## src/rtl/dpi_pkt_dispatcher.sv

```systemverilog
// Flow-table lookup and byte sequencer that feeds the per-regex matcher wrappers.
// Optional: define DPI_FLOW_EVICT_EN to evict round-robin on a full-table miss instead of dropping.
module dpi_pkt_dispatcher #(
    parameter int NUM_REGEX = 8,
    parameter int LOAD_GAP  = 2,
    parameter int EOP_GAP   = 3
) (
    input  logic                 clk,
    input  logic                 rst_n,
    input  logic [7:0]           pkt_data,
    input  logic [15:0]          pkt_key,
    input  logic                 pkt_sop,
    input  logic                 pkt_eop,
    input  logic                 pkt_vld,
    output logic                 pkt_rdy,
    input  logic [NUM_REGEX-1:0] pkt_enable,
    output logic                 load_state,
    output logic [5:0]           stream_id,
    output logic                 new_stream_id,
    output logic [7:0]           char_in,
    output logic                 char_in_vld,
    output logic                 eop,
    output logic [NUM_REGEX-1:0] enable,
    input  logic [NUM_REGEX-1:0] fired,
    output logic                 res_vld,
    input  logic                 res_rdy,
    output logic [NUM_REGEX-1:0] res_fired,
    output logic [5:0]           res_stream_id,
    output logic                 res_drop
);

    localparam logic [3:0] ST_IDLE   = 4'd0;
    localparam logic [3:0] ST_LOOKUP = 4'd1;
    localparam logic [3:0] ST_LOAD   = 4'd2;
    localparam logic [3:0] ST_WAIT   = 4'd3;
    localparam logic [3:0] ST_STREAM = 4'd4;
    localparam logic [3:0] ST_DRAIN  = 4'd5;
    localparam logic [3:0] ST_EOP    = 4'd6;
    localparam logic [3:0] ST_RESULT = 4'd7;
    localparam logic [3:0] ST_DROP   = 4'd8;

    logic [3:0]           r_state;
    logic [7:0]           r_cnt;
    logic                 r_first;
    logic                 r_rdy;
    logic [15:0]          r_key;
    logic [NUM_REGEX-1:0] r_en;
    logic [63:0]          r_tbl_vld;
    logic [15:0]          r_tbl_key [0:63];

    logic [63:0] w_hit_vec;
    logic        w_hit;
    logic        w_full;
    logic [5:0]  w_hit_idx;
    logic [5:0]  w_free_idx;
    logic [5:0]  w_alloc_idx;
    logic        w_can_alloc;
    logic        w_tbl_we;
    logic        w_accept;

    genvar gi;
    generate
        for (gi = 0; gi < 64; gi++) begin : g_cmp
            assign w_hit_vec[gi] = r_tbl_vld[gi] && (r_tbl_key[gi] == r_key);
        end
    endgenerate

    // Descending scan so the lowest matching / free index wins.
    always_comb begin
        w_hit_idx  = 6'd0;
        w_free_idx = 6'd0;
        for (int i = 63; i >= 0; i--) begin
            if (w_hit_vec[i]) w_hit_idx = 6'(i);
            if (!r_tbl_vld[i]) w_free_idx = 6'(i);
        end
    end

    assign w_hit  = |w_hit_vec;
    assign w_full = &r_tbl_vld;

`ifdef DPI_FLOW_EVICT_EN
    logic [5:0] r_evict_ptr;

    always_ff @(posedge clk or negedge rst_n) begin
        if (!rst_n) begin
            r_evict_ptr <= 6'd0;
        end else if (r_state == ST_LOOKUP && !w_hit && w_full) begin
            r_evict_ptr <= r_evict_ptr + 6'd1;
        end
    end

    assign w_can_alloc = 1'b1;
    assign w_alloc_idx = w_full ? r_evict_ptr : w_free_idx;
`else
    assign w_can_alloc = !w_full;
    assign w_alloc_idx = w_free_idx;
`endif

    assign w_tbl_we = (r_state == ST_LOOKUP) && !w_hit && w_can_alloc;

    // A sop beat is only taken as the first beat of the current packet; otherwise it is left for IDLE.
    assign pkt_rdy  = r_rdy & (~pkt_sop | r_first);
    assign w_accept = pkt_vld & pkt_rdy;

    always_ff @(posedge clk) begin
        if (w_tbl_we) r_tbl_key[w_alloc_idx] <= r_key;
    end

    always_ff @(posedge clk or negedge rst_n) begin
        if (!rst_n) begin
            r_tbl_vld <= '0;
        end else if (w_tbl_we) begin
            r_tbl_vld[w_alloc_idx] <= 1'b1;
        end
    end

    always_ff @(posedge clk or negedge rst_n) begin
        if (!rst_n) begin
            r_state       <= ST_IDLE;
            r_cnt         <= 8'd0;
            r_first       <= 1'b0;
            r_rdy         <= 1'b0;
            r_key         <= 16'd0;
            r_en          <= '0;
            load_state    <= 1'b0;
            stream_id     <= 6'd0;
            new_stream_id <= 1'b0;
            char_in       <= 8'd0;
            char_in_vld   <= 1'b0;
            eop           <= 1'b0;
            enable        <= '0;
            res_vld       <= 1'b0;
            res_fired     <= '0;
            res_stream_id <= 6'd0;
            res_drop      <= 1'b0;
        end else begin
            load_state  <= 1'b0;
            eop         <= 1'b0;
            char_in_vld <= 1'b0;
            if (w_accept) r_first <= 1'b0;
            case (r_state)
                ST_IDLE: begin
                    r_rdy <= 1'b1;
                    if (pkt_vld && pkt_sop) begin
                        r_key   <= pkt_key;
                        r_en    <= pkt_enable;
                        r_first <= 1'b1;
                        r_rdy   <= 1'b0;
                        r_state <= ST_LOOKUP;
                    end
                end
                ST_LOOKUP: begin
                    if (w_hit || w_can_alloc) begin
                        stream_id     <= w_hit ? w_hit_idx : w_alloc_idx;
                        new_stream_id <= !w_hit;
                        enable        <= r_en;
                        load_state    <= 1'b1;
                        r_state       <= ST_LOAD;
                    end else begin
                        r_rdy   <= 1'b1;
                        r_state <= ST_DROP;
                    end
                end
                ST_LOAD: begin
                    r_cnt   <= 8'(LOAD_GAP - 2);
                    r_rdy   <= (LOAD_GAP == 2);
                    r_state <= ST_WAIT;
                end
                // The last WAIT cycle already accepts, so its byte lands exactly LOAD_GAP cycles after load_state.
                ST_WAIT, ST_STREAM: begin
                    if (r_state == ST_WAIT && r_cnt != 8'd0) begin
                        r_cnt <= r_cnt - 8'd1;
                        r_rdy <= (r_cnt == 8'd1);
                    end else if (pkt_vld && pkt_sop && !r_first) begin
                        r_cnt   <= 8'(EOP_GAP - 1);
                        r_rdy   <= 1'b0;
                        r_state <= ST_DRAIN;
                    end else begin
                        r_state <= ST_STREAM;
                        if (w_accept) begin
                            char_in     <= pkt_data;
                            char_in_vld <= 1'b1;
                            if (pkt_eop) begin
                                r_cnt   <= 8'(EOP_GAP);
                                r_rdy   <= 1'b0;
                                r_state <= ST_DRAIN;
                            end
                        end
                    end
                end
                ST_DRAIN: begin
                    if (r_cnt == 8'd0) begin
                        eop     <= 1'b1;
                        r_state <= ST_EOP;
                    end else begin
                        r_cnt <= r_cnt - 8'd1;
                    end
                end
                ST_EOP: begin
                    res_vld       <= 1'b1;
                    res_fired     <= fired & enable;
                    res_stream_id <= stream_id;
                    res_drop      <= 1'b0;
                    stream_id     <= 6'd0;
                    new_stream_id <= 1'b0;
                    enable        <= '0;
                    r_state       <= ST_RESULT;
                end
                ST_DROP: begin
                    if ((pkt_vld && pkt_sop && !r_first) || (w_accept && pkt_eop)) begin
                        r_rdy         <= 1'b0;
                        res_vld       <= 1'b1;
                        res_drop      <= 1'b1;
                        res_fired     <= '0;
                        res_stream_id <= 6'd0;
                        r_state       <= ST_RESULT;
                    end
                end
                ST_RESULT: begin
                    if (res_rdy) begin
                        res_vld <= 1'b0;
                        r_rdy   <= 1'b1;
                        r_state <= ST_IDLE;
                    end
                end
                default: r_state <= ST_IDLE;
            endcase
        end
    end

endmodule

```

## config.mk

```make
export PLATFORM = sky130hd
export DESIGN_NAME = dpi_pkt_dispatcher
export DESIGN_NICKNAME = d
export VERILOG_FILES = /design/src/rtl/dpi_pkt_dispatcher.sv
export SDC_FILE = /design/constraint.sdc
export NUM_CORES = 2
export LEC_CHECK = 0
export CORE_UTILIZATION = 45
export DETAILED_ROUTE_END_ITERATION = 8
export SYNTH_ARGS = -nofsm -noshare
export SYNTH_HDL_FRONTEND = slang
export SYNTH_SLANG_ARGS = --single-unit
```

## constraint.sdc

```tcl
create_clock -name clk -period 5.3 [get_ports clk]
set_input_delay 1.06 -clock clk [delete_from_list [all_inputs] [get_ports clk]]
set_output_delay 1.06 -clock clk [all_outputs]
set_load 0.005 [all_outputs]
```

==> flow_metrics.py <==
metrics = {
    "setup_path": {
        "start_kind": "flip-flop",
        "critPathLaunch": "r_key[2]",
        "cp_common_cell": "or4_1",
        "cp.required_ps": 5640,
        "worst_setup_path_end_kind": "flip-flop",
        "path_max_fanout": 28,
        "critical_path_arrival_ps": 5290,
        "slowest_delay_ps": 1070,
        "crit_type": "reg -> reg",
        "slowest_stage": "nor2_1",
        "reg2reg_slack_ps": 350,
        "crit_chain": "buf_12 -> xor2_1 -> or4_1 -> or4_1 -> nand4_1 -> nor4_4 -> nand4_2 -> nand2b_1 -> or2_2 -> nor2_1",
        "r2r-start": "r_key[2]",
    },
    "clock_tree": {
        "insertion_delay_ps": 750,
        "cts_buffer_depth": 3,
        "post_cts_resized": 0,
        "path_clk_slew_ps": 60,
        "root_buffer": "clkbuf_16",
        "cts_made_buffers": 131,
        "htree_levels": 4,
        "cts_hold_buffers": 0,
        "post_cts_buffers": 0,
        "cts_tree": "yes",
        "cts.sinks": 1168,
    },
    "power_and_ir_drop": {
        "power.leakage_uw": 0.0213,
        "power_uw": 33100,
        "max-vdd-ir-drop_uv": 333,
        "pwr_density_cell_nw_per_um2": 528,
    },
    "global_routing": {
        "grt_pass1_wl_mm": 219,
        "globalRouteTotalUtil_pct": 24.0,
        "grt_use_met3_pct": 3.89,
        "grt_overflow_total": 0,
        "grtUsageMet1_pct": 34.7,
        "grt_max_degree": 93,
        "antenna_found_initial": 3,
        "grt_pass1_vias": 33200,
        "top_usage_layer": "met2",
        "met2_usage_pct": 37.1,
    },
    "detailed_routing": {
        "vias": 33800,
        "wl_per_cell_um": 24.8,
        "viasPerCell": 5.71,
        "ant_nets": 0,
        "drt-total-wl_mm": 147,
        "dr.pass1.iters": 6,
        "dr.first_iter.drc_count": 3086,
        "drc_errors": 0,
    },
    "sta": {
        "rsz0062_at_grt": "false",
        "hold_viol_final": 0,
        "min_period_ps": 4950,
        "slew_viol_final": 0,
        "slew_headroom_pct": 11.6,
        "tightestPinTransition_ps": 1320,
        "max_freq_mhz": 202,
        "finClkSkew_ps": 36.3,
        "holdWs_ps": 301,
        "setup_tns_ps": 0,
        "finalSetupViolCount": 0,
        "fin_crit_sh_pct": 93.4,
    },
    "yosys": {
        "avgSynthCellArea_um2": 13.9,
        "synth_cell_types": 82,
        "yosysSeqAreaShare_pct": 63.2,
        "synthSimpleGateAreaFrac_pct": 13.3,
        "synth_area_leaders": "edfxtp_1 (57%), xor2_1 (9.2%), xnor2_1 (7.3%)",
        "netlist_area_um2": 54300,
        "synth_top_flop_cell": "edfxtp_1",
        "yosys.area_share.adder_pct": 0.0691,
        "syn-num-nets": 3953,
        "syn_inst": 3904,
        "yosysTopAreaCell": "edfxtp_1",
        "ys_seq_elements": 1168,
        "ys_top_cells_by_count": "edfxtp_1 (1,024), xor2_1 (571), xnor2_1 (453)",
        "yosys_warnings": 0,
        "synth_most_common_cell": "edfxtp_1",
        "postSynth.asyncResetShare_pct": 12.3,
        "synth-compound-area-share_pct": 3.41,
        "synth_edf_count": 1024,
        "synth.area.mux_share_pct": 0.682,
        "yosysTopAreaCellShare_pct": 56.6,
        "synth_xor_area_share_pct": 16.5,
        "synth_top_family_by_area": "XOR/XNOR gates",
    },
    "job": {
        "max_cap_violations": 0,
    },
    "finish": {
        "fin_area_um2": 62700,
        "synthToLayoutAreaGrowth_pct": 15.5,
        "multi_input_area_um2": 18600,
        "fill_cells": 10200,
        "seq_area_um2": 34400,
        "drive_gt1_share_pct": 13.3,
        "fin_cells": 5922,
        "nets": 4255,
    },
    "floorplan": {
        "io_pins": 89,
        "start_util_pct": 45.3,
        "core_um2": 120000,
        "dieArea_um2": 122000,
        "fp-row-count": 127,
        "die_x_um": 349,
        "die_h_um": 349,
    },
    "min_path": {
        "hold_class": "in -> async",
    },
    "status": {
        "status": "finished, final reports clean",
    },
    "placed_design": {
        "placed_cells": 5684,
        "gp_congestion": 0.942,
        "portBuffers": 88,
        "place_hpwl_mm": 97.9,
        "dpl_cell_area_um2": 58600,
    },
}
[sequential cells by signal, indices dropped and copies added, names as in the netlist, 8 cells and up]
register / flops
r_tbl_vld: 64
r_key: 16
r_cnt: 8
r_tbl_key: 1024
r_en: 8
enable: 8
char_in: 8
res_fired: 8
[path summary, 6_finish.rpt]
check / endpoint / depth (start not counted)
min in group clk: r_cnt[5] / 1
max: r_tbl_key[52][0] / 10
max in group asynchronous: r_tbl_vld[31] / 2
min reg2reg: r_cnt[5] / 1
min: r_cnt[2] / 1
max reg2reg: r_tbl_key[52][0] / 10
[metal layers]
| layer | wire [um] | vias up |
|---|---|---|
| met1 | 66400 | 17100 |
| met5 | 0 | - |
| li1 | - | 15300 |
| met2 | 66600 | 1178 |
| met3 | 9500 | 238 |
| met4 | 4210 | 0 |
[worst max-delay path, delay by kind of cell, from the launching register on]
family                 cells  cell delay [ps]
buffers and inverters      1              250
AND/OR/NAND/NOR            8             2960
XOR/XNOR                   1              290
flip-flops                 1              970
[area by class of cell]
| type | instances | area share, % |
|---|---|---|
| Antenna cell | 1 | 0.00399 |
| Inverter | 34 | 0.203 |
| Timing Repair Buffer | 325 | 5.41 |
| Clock inverter | 51 | 0.788 |
| Multi-Input combinational cell | 2546 | 29.7 |
| Tap cell | 1612 | 3.21 |
| Clock buffer | 185 | 5.84 |
| Sequential cell | 1168 | 54.8 |
[cells in the final DEF, fill, tap and decap left out, types with 103 or more instances in the layout]
master,n
dfrtp_1,128
nand3_1,103
xnor2_1,453
nand4_1,191
xor2_1,571
nand2_1,199
edfxtp_1,1024
nor4_1,140
clkbuf_16,135
buf_4,178
[where the power goes]
part / switching [uW] / leakage [uW] / internal (uW)
Combinational: 7360 / 0.00807 / 4460
Clock: 3680 / 0.00201 / 5180
Sequential: 928 / 0.0112 / 11500
Total: 12000 / 0.0213 / 21200
[per-stage QoR]
step,utilization (%),setup slack [ps]
3_5_place_dp,48.9,345
4_1_cts,52.4,321
2_1_floorplan,-,144
3_3_place_gp,48.9,253
5_1_grt,52.4,167
6_report,52.4,351
[kinds of logic after synthesis]
kind of cell / count (synthesis)
adder cells (fa/ha/maj): 3
AO/OA/AOI/OAI: 278
AND/OR/NAND/NOR: 1208
multiplexers: 33
buffers and inverters: 190
XOR/XNOR: 1024
flip-flops: 1168
Power figures use the tool's default switching activity.
